===== src/rtl/reg_write_arbiter.sv =====
// Round-robin arbiter sharing one register-bank write port among NREQ requesters.
// Define REGARB_LOCK_EN to add a per-requester lock input that parks the pointer on the winner.
module reg_write_arbiter #(
    parameter int NREQ = 4,
    parameter int DW   = 8,
    parameter int AW   = 2,
    parameter int NREG = 4
) (
    input  logic               clk,
    input  logic               rst,
    input  logic [NREQ-1:0]    req,
    input  logic [NREQ*AW-1:0] wr_addr,
    input  logic [NREQ*DW-1:0] wr_data,
`ifdef REGARB_LOCK_EN
    input  logic [NREQ-1:0]    lock,
`endif
    output logic [NREQ-1:0]    ack,
    output logic [NREG-1:0]    reg_en,
    output logic [DW-1:0]      reg_wdata,
    output logic               addr_err,
    output logic               busy
);
    localparam int PW = $clog2(NREQ);

    logic [NREQ-1:0] ack_q, ack_d;
    logic [NREG-1:0] reg_en_q, reg_en_d;
    logic [DW-1:0]   reg_wdata_q, reg_wdata_d;
    logic            addr_err_q, addr_err_d;
    logic [PW-1:0]   ptr_q, ptr_d;

    logic [NREQ-1:0] eff;
    logic            found;
    logic [PW-1:0]   win;
    logic [PW:0]     scan;
    logic [AW-1:0]   win_addr;
    logic [DW-1:0]   win_data;

    // The requester acked this cycle is masked so a held req is not issued twice.
    assign eff  = req & ~ack_q;
    assign busy = |eff;

    always_comb begin
        found    = 1'b0;
        win      = '0;
        scan     = '0;
        win_addr = '0;
        win_data = '0;
        for (int i = 0; i < NREQ; i++) begin
            scan = {1'b0, ptr_q} + (PW+1)'(i);
            if (scan >= (PW+1)'(NREQ)) begin
                scan = scan - (PW+1)'(NREQ);
            end
            if (!found && eff[scan[PW-1:0]]) begin
                found = 1'b1;
                win   = scan[PW-1:0];
            end
        end
        for (int i = 0; i < NREQ; i++) begin
            if (win == PW'(i)) begin
                win_addr = wr_addr[i*AW +: AW];
                win_data = wr_data[i*DW +: DW];
            end
        end
    end

    // NOTE: every signal gets a default before the if, so no latch is inferred.
    always_comb begin
        ack_d       = '0;
        reg_en_d    = '0;
        addr_err_d  = 1'b0;
        reg_wdata_d = reg_wdata_q;
        ptr_d       = ptr_q;
        if (found) begin
            ack_d[win]  = 1'b1;
            reg_wdata_d = win_data;
            for (int k = 0; k < NREG; k++) begin
                reg_en_d[k] = (win_addr == AW'(k));
            end
            addr_err_d = (int'(win_addr) >= NREG);
            ptr_d      = (win == PW'(NREQ-1)) ? '0 : win + PW'(1);
`ifdef REGARB_LOCK_EN
            if (lock[win]) begin
                ptr_d = win;
            end
`endif
        end
    end

    // NOTE: state uses non-blocking assignments so all flops update from the same pre-edge values.
    always_ff @(posedge clk or posedge rst) begin
        if (rst) begin
            ack_q       <= '0;
            reg_en_q    <= '0;
            reg_wdata_q <= '0;
            addr_err_q  <= 1'b0;
            ptr_q       <= '0;
        end else begin
            ack_q       <= ack_d;
            reg_en_q    <= reg_en_d;
            reg_wdata_q <= reg_wdata_d;
            addr_err_q  <= addr_err_d;
            ptr_q       <= ptr_d;
        end
    end

    assign ack       = ack_q;
    assign reg_en    = reg_en_q;
    assign reg_wdata = reg_wdata_q;
    assign addr_err  = addr_err_q;
endmodule

===== config.mk =====
export PLATFORM = sky130hd
export DESIGN_NAME = reg_write_arbiter
export DESIGN_NICKNAME = d
export VERILOG_FILES = /design/src/rtl/reg_write_arbiter.sv
export SDC_FILE = /design/constraint.sdc
export NUM_CORES = 1
export LEC_CHECK = 0
export CAP_MARGIN = 5
export CELL_PAD_IN_SITES_DETAIL_PLACEMENT = 0
export CELL_PAD_IN_SITES_GLOBAL_PLACEMENT = 1
export CORE_MARGIN = 8
export CORE_UTILIZATION = 29
export CTS_CLUSTER_DIAMETER = 150
export CTS_CLUSTER_SIZE = 24
export DETAILED_ROUTE_END_ITERATION = 10
export PLACE_DENSITY = 0.82
export SYNTH_ARGS = -nofsm -noshare
export SYNTH_HDL_FRONTEND = slang
export SYNTH_SLANG_ARGS = --single-unit

===== constraint.sdc =====
create_clock -name clk -period 3.9 [get_ports clk]
set_input_delay 0.78 -clock clk [delete_from_list [all_inputs] [get_ports clk]]
set_output_delay 0.78 -clock clk [all_outputs]
set_load 0.005 [all_outputs]

---- Yosys cells after proc, flatten, opt, wreduce, memory -nomap -nowiden ----
Index checks and enable logic that the tools add are counted.
cells by class
  divide/modulo/power cells ............... 0
  reductions and logical operators ........ 10
  order comparisons ....................... 10
  muxes and demuxes ....................... 33
  multiply operators ...................... 0
  equality and inequality tests ........... 6
  $add $sub $neg .......................... 8
  bitwise operators ....................... 2
  shifts and indexed selects .............. 0
operator list
  kind                 count
  $mux 8               4
  $mux 2               13
  $lt 2x3->1 const B   5
  $ge 3x3->1 const B   3
  $mux 1               9
  $bmux 1 s2           4
  $eq 2x2->1 const B   4
  $mux 4               2
  $sub 2x1->2 const B  4
  $add 2x2->3 const B  2
  $and 4x4->4          1
  $eq 2x1->1 const B   2
  $logic_and 1x1->1    4
  $logic_not 2->1      2
  $not 4->4            1
  $reduce_or 4->1      1
  $add 2x1->3 const B  1
  $ge 2x3->1 const B   1
  $logic_not 1->1      3
  $add 2x1->2 const B  1
  $demux 1 s2          1
  $ge 2x1->1 const B   1
word-level totals
  memory bits (read-only) ................. 0
  memories ................................ 0
  bits in latches ......................... 0
  word-level logic and storage cells ...... 73
  RAM bits ................................ 0
  register bits ........................... 18

---- Logic depth before layout (Yosys ltp) ----
Gate-level depths: netlist of run 1.
  depth after elaboration ................. 21
  depth in mapped cells ................... 13
  mapped depth without buffers ............ 11

---- Worst setup path after synthesis of run 1 ----
OpenSTA, ideal clock, no wires.
  kind .................................... in2reg
  start point ............................. input req[1]
  end point ............................... register reg_en_q[1], in the netlist reg_en[1]
  arrival time ............................ 2.715 ns
  data required time ...................... 3.780 ns
  cell stages on the path ................. 10
  slack ................................... 1.066 ns
  cell sequence ........................... nor2b_1 > or3_1 > o211ai_1 > or2_2 > ha_1 > buf_6 > and3b_4 > a2111oi_4 > nor2_2 > and3_1
between the ends
  longest elaborated chain between the ends .. 20
  elaborated cells on any way between the ends .. 33
  classes of those cells .................. 4 x eq/ne; 21 x mux; 1 x bitwise; 7 x reduce/logical
RTL lines
  item                          RTL line  source
  start: declaration            11        input logic [NREQ-1:0] req,
  $and 4x4->4 (*)               39        assign eff = req & ~ack_q;
  $bmux 1 s2                    53        if (!found && eff[scan[PW-1:0]]) begin
  $mux 1 (not written as such)  53
  $mux 1                        53
  $logic_not 1->1               53
  $logic_and 1x1->1             53
  $mux 1                        53
  $logic_not 1->1               53
  [... 2 more ...]              n/a
  $logic_not 1->1               53
  $logic_and 1x1->1             53
  $mux 2                        53
  $logic_not 2->1               59        if (win == PW'(i)) begin
  $mux 2 (4 in series)          59
  $eq 2x1->1                    77        reg_en_d[k] = (win_addr == AW'(k));
  $mux 4 (*)                    73        if (found) begin
  via reg_en_d[1]               26        logic [NREG-1:0] reg_en_q, reg_en_d;
  end signal: assignment        99        reg_en_q <= reg_en_d;
  end: declaration              26
Mark *: on every way through the listed nets, which the timed path passes. The rest lies on a longest branch. The select of a mux whose other input is x is not followed.
A chain may end at the register's enable or synchronous reset.

---- Worst setup path in the final report of run 1 ----
  start point ............................. input req[0]
  end point ............................... output busy
between the ends
  longest elaborated chain between the ends .. 2
RTL lines
  item              RTL line  source
  $and 4x4->4       39
  $reduce_or 4->1   40        assign busy = |eff;
  end: declaration  21        output logic busy
No other way between the ends.

==> run metrics, run 1 <==
Critical Path Fanout Max 23; total overflow reported by the global router 0; fraction of registers with async set or reset after synthesis between 90% and 100%; aggregate negative setup slack 0 ps; Leak Pwr slightly above 0.0008 uW; normalized max-slew margin approximately 54%; largest net degree at the start of global routing 24; detail-routed net length per standard cell between 15 and 20 um; area leader, netlist sky130_fd_sc_hd__dfrtp_1; final worst clock skew between 1.5 and 2 ps; Synth Net Count around 190; global-route wire length before repair 5.87 mm; count of fill cells added during filler insertion approximately 360; data arrival time of the critical path 2580 ps; element type at the critical path start input pin; result of the run completed; Port Buffers between 60 and 70; Post-Syn Area per Cell approximately 8.5 um2; remaining antenna violation count 0; worst vdd rail ir drop roughly 0.00038 V; instance count of the mapped netlist 138; layout overhead on the synthesized area 59.7%; Logic pwr share about two thirds; cell-internal power between 800 and 900 uW; Fmax slightly below 300 MHz; Reg clk slew, reported paths 70 ps; number of buffers inserted during clock tree synthesis 3; Post-synth EDFFs 0; setup repair after global routing missed its margin no; HPWL after detailed placement roughly 3 mm; synthesized area between 1000 and 1500 um2; most used flip-flop cell after synthesis sky130_fd_sc_hd__dfrtp_1; vias around 1,200; quantity of hold-fixing buffers added after cts 0; sinks on the clock net 18; max-capacitance violation count 0; number of buffer and inverter stages on the critical path 4; Hold Worst Slack roughly 530 ps; I/O pin cnt between 60 and 70; clock group share of total power 9.6%; GRT Total Usage 11.4%; Core Region 3940 um2; largest incremental delay on the critical path 570 ps; wire length after detailed routing 3.75 mm; Post-Layout Cell Count ~250; # diodes 0; CP required between 3000 and 4000 ps; total number of placement rows 23; Power per Cell Area about 730 nW/um2; number of global-route vias before repair between 1,000 and 1,500; slowest cell on the critical path sky130_fd_sc_hd__clkdlybuf4s50_1; Layout Nets 250; largest cells by area after synthesis sky130_fd_sc_hd__dfrtp_1, sky130_fd_sc_hd__a21oi_1, sky130_fd_sc_hd__a22oi_1, sky130_fd_sc_hd__ha_1, sky130_fd_sc_hd__inv_1; clock insertion delay at the later pin of the skew report ~250 ps; Synthesis Warnings 0; most frequent cells in the layout sky130_fd_sc_hd__clkdlybuf4s50_1, sky130_fd_sc_hd__a21oi_1, sky130_fd_sc_hd__dfrtp_1, sky130_fd_sc_hd__inv_1, sky130_fd_sc_hd__nor2_1; CTS max path bufs 2; series of cell instances along the critical path clkdlybuf4s50_1 -> nor2b_1 -> nor3_4 -> inv_2 -> buf_4 -> clkdlybuf4s50_1; sequential share of power between 20% and 30%; proportion of netlist area held by the largest area contributor 38.3%; setup slack of the worst register-to-register path around 1300 ps; antenna violations before repair 0; deepest level of the CTS H-tree 1; total iterations of the first detailed-routing run 4; Post-CTS Setup Inserts 0; Tmin final around 3400 ps; max-slew violation count 0; final period utilization 86.3%; kind of cell adding the most delay to the critical path buffers and inverters; share of post-route cells with drive strength above 1 between 8 and 9%; Critical Path Most Common Cell sky130_fd_sc_hd__clkdlybuf4s50_1; net switching share of the total power around two fifths; Seq cells post-synth 18; Placed Instances around 250; transition at the pin with the smallest max-transition slack 696 ps; critical setup path kind in2out; Vias/cell 4.90; die height 79.7 um; die outline area between 6000 and 7000 um2; Post-route DRC 0; crit end category output port; Post-Route Utilization between 40% and 50%; distinct cell type count after synthesis 35; total power about 1400 uW; die extent in x 79.7 um; kind of path behind the tightest hold check reg2reg; initial core utilization 29.9%; Net Sw Power between 500 and 600 uW; cts repair resizes 0; number of violations reported at the end of detailed-routing iteration 0 74; sequential cell area fraction in the yosys report between 30% and 40%; clock root cell sky130_fd_sc_hd__clkbuf_8; TritonCTS clock tree built; final number of setup-violating endpoints 0; routability cong. between 0.7 and 0.8; count of final hold-check violations 0; most common cell after layout, fill and taps aside sky130_fd_sc_hd__clkdlybuf4s50_1
## final timing paths
check	end	depth (start not counted)	startpoint
min reg2reg	reg_wdata[5]$_DFFE_PP0P_	2	reg_wdata[5]$_DFFE_PP0P_
max in group asynchronous	reg_en[3]$_DFF_PP0_	2	rst
min in group asynchronous	reg_wdata[6]$_DFFE_PP0P_	2	rst
max	busy	6	req[0]
min	reg_wdata[5]$_DFFE_PP0P_	2	reg_wdata[5]$_DFFE_PP0P_
max reg2reg	reg_en[1]$_DFF_PP0_	9	ack[1]$_DFF_PP0_
## layout make-up
| class | instances | area (um2) | share of cell area, % |
|---|---|---|---|
| multi-input combinational | 97 | 619 | 32.9 |
| sequential | 18 | 450 | 24.0 |
| timing repair buffer | 67 | 658 | 35.0 |
| inverter | 13 | 48.8 | 2.59 |
| tap | 50 | 62.6 | 3.33 |
| clock buffer | 3 | 41.3 | 2.20 |
## through the flow
stage          cell area (um2)  setup slack, ps
2_1_floorplan             1180             1070
3_3_place_gp              1840              523
3_5_place_dp              1840              439
4_1_cts                   1880              535
5_1_grt                   1880              439
6_report                  1880              536
## synth_stat cells, types with 2 or more instances
cell / number
sky130_fd_sc_hd__dfrtp_1: 18
sky130_fd_sc_hd__nor2_1: 11
sky130_fd_sc_hd__and2_1: 4
sky130_fd_sc_hd__a22oi_1: 8
sky130_fd_sc_hd__a21oi_1: 22
sky130_fd_sc_hd__a31oi_1: 2
sky130_fd_sc_hd__nor2b_1: 3
sky130_fd_sc_hd__inv_1: 12
sky130_fd_sc_hd__ha_1: 4
sky130_fd_sc_hd__o21ai_0: 7
sky130_fd_sc_hd__a221oi_1: 2
sky130_fd_sc_hd__nand2b_1: 5
sky130_fd_sc_hd__nand2_1: 10
sky130_fd_sc_hd__buf_2: 8
sky130_fd_sc_hd__a211o_1: 2
## metal layers
metal	vias up	GRT usage (%)	part of all wire [%]
li1	591	-	-
met3	4	3.27	7.8
met4	0	3.52	1.1
met1	572	12.4	38
met2	47	20.5	53
met5	-	0	0
## power by group through the flow
stage | Clock (uW) | Sequential (uW) | Combinational, uW
floorplan | 0 | 332 | 595
global placement | 0 | 328 | 888
detailed placement | 0 | 333 | 921
CTS | 136 | 330 | 926
global route | 145 | 341 | 1010
finish | 132 | 330 | 917
## logic make-up after synthesis
group	synth area share, %
AO/OA/AOI/OAI	25.7
AND/OR/NAND/NOR	20.5
flip-flops	38.3
buffers and inverters	9.14
adder cells (fa/ha/maj)	4.25
multiplexers	1.81
other	0.319
## registers in the layout, summed over array words and instances, names as in the netlist
name       count
reg_en         4
reg_wdata      8
ptr_q          2
ack            4
## worst reg2reg max path, cell delays in order (launching register included)
cell,delay (ps)
sky130_fd_sc_hd__dfrtp_1,390
sky130_fd_sc_hd__nor2b_1,280
sky130_fd_sc_hd__or3_1,170
sky130_fd_sc_hd__o211ai_1,130
sky130_fd_sc_hd__nor2_1,180
sky130_fd_sc_hd__ha_1,400
sky130_fd_sc_hd__and3b_4,270
sky130_fd_sc_hd__a2111oi_4,360
sky130_fd_sc_hd__nor2_2,100
sky130_fd_sc_hd__and3_1,190
No activity file was read; power rests on OpenSTA's default activity.
==> run 2, diff against run 1 <==
CORE_UTILIZATION = 27   (was 29)
PLACE_DENSITY = 0.77   (was 0.82)
clock period = 3.5 ns   (was 3.9 ns; I/O delays follow)
==> run 2 against run 1 <==
  * Global-route usage fell by 0.71 points
  * Non-clock buffer count rose by 1
  * Via count fell by 2.8%
  * Core utilization fell by 3.4 points
  * Cell count rose by 1.2%
  * Count of clock-buffer cells in the layout did not move
  * Power rose by 12%
  * Die area rose by 5.9%
  * Critical path depth rose by 5
==> run metrics, run 2 (same netlist as run 1, synthesis figures left out) <==
final number of setup-violating endpoints 0 (unchanged); cts repair resizes 0 (unchanged); data arrival time of the critical path 3230 ps (was 2580 ps); CTS max path bufs 2 (unchanged); total number of placement rows 24 (was 23); share of post-route cells with drive strength above 1 8.54% (was 8.08%); capture instance of the worst register-to-register path reg_en[1]$_DFF_PP0_ (unchanged); number of violations reported at the end of detailed-routing iteration 0 41 (was 74); max-capacitance violation count 0 (unchanged); # diodes 0 (unchanged); Core Region 4260 um2 (was 3940 um2); aggregate negative setup slack 0 ps (unchanged); Tmin final 3090 ps; Fmax roughly 320 MHz; setup repair after global routing missed its margin no (unchanged); total overflow reported by the global router 0 (unchanged); series of cell instances along the critical path clkdlybuf4s50_1 -> nor2b_1 -> or3_1 -> o211ai_1 -> nor2_1 -> ha_1 -> buf_4 -> and3b_4 -> a2111oi_4 -> nor2_2 -> and3_1 (was clkdlybuf4s50_1 -> nor2b_1 -> nor3_4 -> inv_2 -> buf_4 -> clkdlybuf4s50_1); worst reg2reg startpoint ack[1]$_DFF_PP0_ (unchanged); max-slew violation count 0 (unchanged); setup slack of the worst register-to-register path 950 ps (was 1310 ps); routability cong. 0.728 (was 0.744); number of global-route vias before repair 1,196 (was 1,254); clock group share of total power 9.4% (was 9.6%); die height 82.0 um (was 79.7 um); detail-routed net length per standard cell 14.8 um (was 15.1 um); deepest level of the CTS H-tree 1 (unchanged); cell-internal power 925 uW (was 824 uW); Layout Nets 251 (was 250); Port Buffers 62 (unchanged); Net Sw Power 622 uW (was 554 uW); clock insertion delay at the later pin of the skew report 250 ps (about the same); Leak Pwr 0.000810 uW (was 0.000805 uW); antenna violations before repair 0 (unchanged); max FFs per register 8 (unchanged); kind of path behind the tightest hold check reg2reg (unchanged); worst vdd rail ir drop 0.000249 V (was 0.000382 V); normalized max-slew margin 54.7% (was 53.6%); total iterations of the first detailed-routing run 4 (unchanged); Post-CTS Setup Inserts 0 (unchanged); Reg clk slew, reported paths 70 ps (about the same); initial core utilization 27.6% (was 29.9%); global-route wire length before repair 5.61 mm (was 5.87 mm); final period utilization 88.2%; most frequent cells in the layout sky130_fd_sc_hd__clkdlybuf4s50_1, sky130_fd_sc_hd__a21oi_1, sky130_fd_sc_hd__dfrtp_1, sky130_fd_sc_hd__inv_1, sky130_fd_sc_hd__nor2_1 (unchanged); number of cells on the worst hold path 2 (unchanged); final worst clock skew 2.44 ps (was 1.57 ps); number of buffers inserted during clock tree synthesis 3 (unchanged); HPWL after detailed placement 3.05 mm (was 3.01 mm); GRT Total Usage 10.7% (was 11.4%); largest net degree at the start of global routing 23 (was 24); I/O pin cnt 64 (unchanged); TritonCTS clock tree built (unchanged); transition at the pin with the smallest max-transition slack 679 ps (was 696 ps); remaining antenna violation count 0 (unchanged); count of final hold-check violations 0 (unchanged); crit end category flop (was output port); net switching share of the total power 40.2% (about the same); sequential share of power 23.8% (was 23.9%); layout overhead on the synthesized area 60.6% (was 59.7%); most common cell after layout, fill and taps aside sky130_fd_sc_hd__clkdlybuf4s50_1 (unchanged); clock root cell sky130_fd_sc_hd__clkbuf_8 (unchanged); CP required 3640 ps (was 3120 ps); start point of the worst hold path reg_wdata[5]$_DFFE_PP0P_ (unchanged); element type at the critical path start input pin (unchanged); Hold Worst Slack 535 ps (was 531 ps); die extent in x 82.0 um (was 79.7 um); end point of the worst hold path reg_wdata[5]$_DFFE_PP0P_ (unchanged); result of the run completed (unchanged); quantity of hold-fixing buffers added after cts 0 (unchanged); slowest cell on the critical path sky130_fd_sc_hd__clkdlybuf4s50_1 (unchanged); Logic pwr share 66.8% (was 66.5%); largest incremental delay on the critical path 470 ps (was 570 ps); Critical Path Fanout Max 9 (was 23); sinks on the clock net 18 (unchanged); die outline area 6730 um2 (was 6350 um2); count of fill cells added during filler insertion 439 (was 364); wire length after detailed routing 3.72 mm (was 3.75 mm); Post-route DRC 0 (unchanged); Power per Cell Area 819 nW/um2 (was 733 nW/um2); critical setup path kind in2reg (was in2out); Vias/cell 4.70 (was 4.90); depth of the worst register-to-register path 10 (was 9); vias 1,180 (was 1,214)
==> run 2: how the worst max path moves through the flow <==
stage | from | to | slack [ps]
after floorplan | req[1] | reg_en[1]$_DFF_PP0_ | 750
after global placement | req[1] | reg_en[1]$_DFF_PP0_ | 240
after detailed placement | req[0] | reg_en[1]$_DFF_PP0_ | 180
after CTS | req[1] | reg_en[1]$_DFF_PP0_ | 410
after global routing | req[1] | reg_en[1]$_DFF_PP0_ | 270
final | req[1] | reg_en[1]$_DFF_PP0_ | 410
==> run 2: cell type report <==
cell class | instances | area [um2] | area share (%)
clock buffer | 3 | 41.3 | 2.18
inverter | 13 | 48.8 | 2.58
timing repair buffer | 68 | 666 | 35.2
tap | 52 | 65.1 | 3.44
sequential | 18 | 450 | 23.8
multi-input combinational | 97 | 619 | 32.8
==> run 2: layer usage <==
metal / track usage, % / vias up / part of all wire (%)
met5: 0 / - / 0
li1: - / 595 / -
met1: 11.9 / 546 / 40
met4: 4.21 / 0 / 1.5
met2: 19.5 / 35 / 53
met3: 1.86 / 4 / 5.9
==> run 2: power groups by stage <==
stage | Combinational, uW | Sequential (uW) | Clock, uW
2_1_floorplan | 663 | 370 | 0
3_3_place_gp | 1010 | 369 | 0
3_5_place_dp | 1040 | 374 | 0
4_1_cts | 1050 | 370 | 152
5_1_grt | 1150 | 381 | 161
6_report | 1030 | 368 | 146
==> run 2: critical path, delay by kind of cell <==
family | cells | cell delay [ps]
and+or+nand+nor | 6 | 1200
buffers and inverters | 2 | 650
AOI/OAI and AO/OA | 2 | 470
adders and majority gates | 1 | 190
==> run 2: through the flow <==
| step | setup WS, ps | area, um2 | power (uW) | instances | util (%) |
|---|---|---|---|---|---|
| after floorplan | 746 | 1180 | 1030 | 138 | - |
| after global placement | 242 | 1850 | 1380 | 248 | 43.4 |
| after detailed placement | 175 | 1850 | 1410 | 248 | 43.4 |
| after CTS | 413 | 1890 | 1570 | 251 | 44.3 |
| after global routing | 271 | 1890 | 1690 | 251 | 44.3 |
| final | 411 | 1890 | 1550 | 251 | 44.3 |
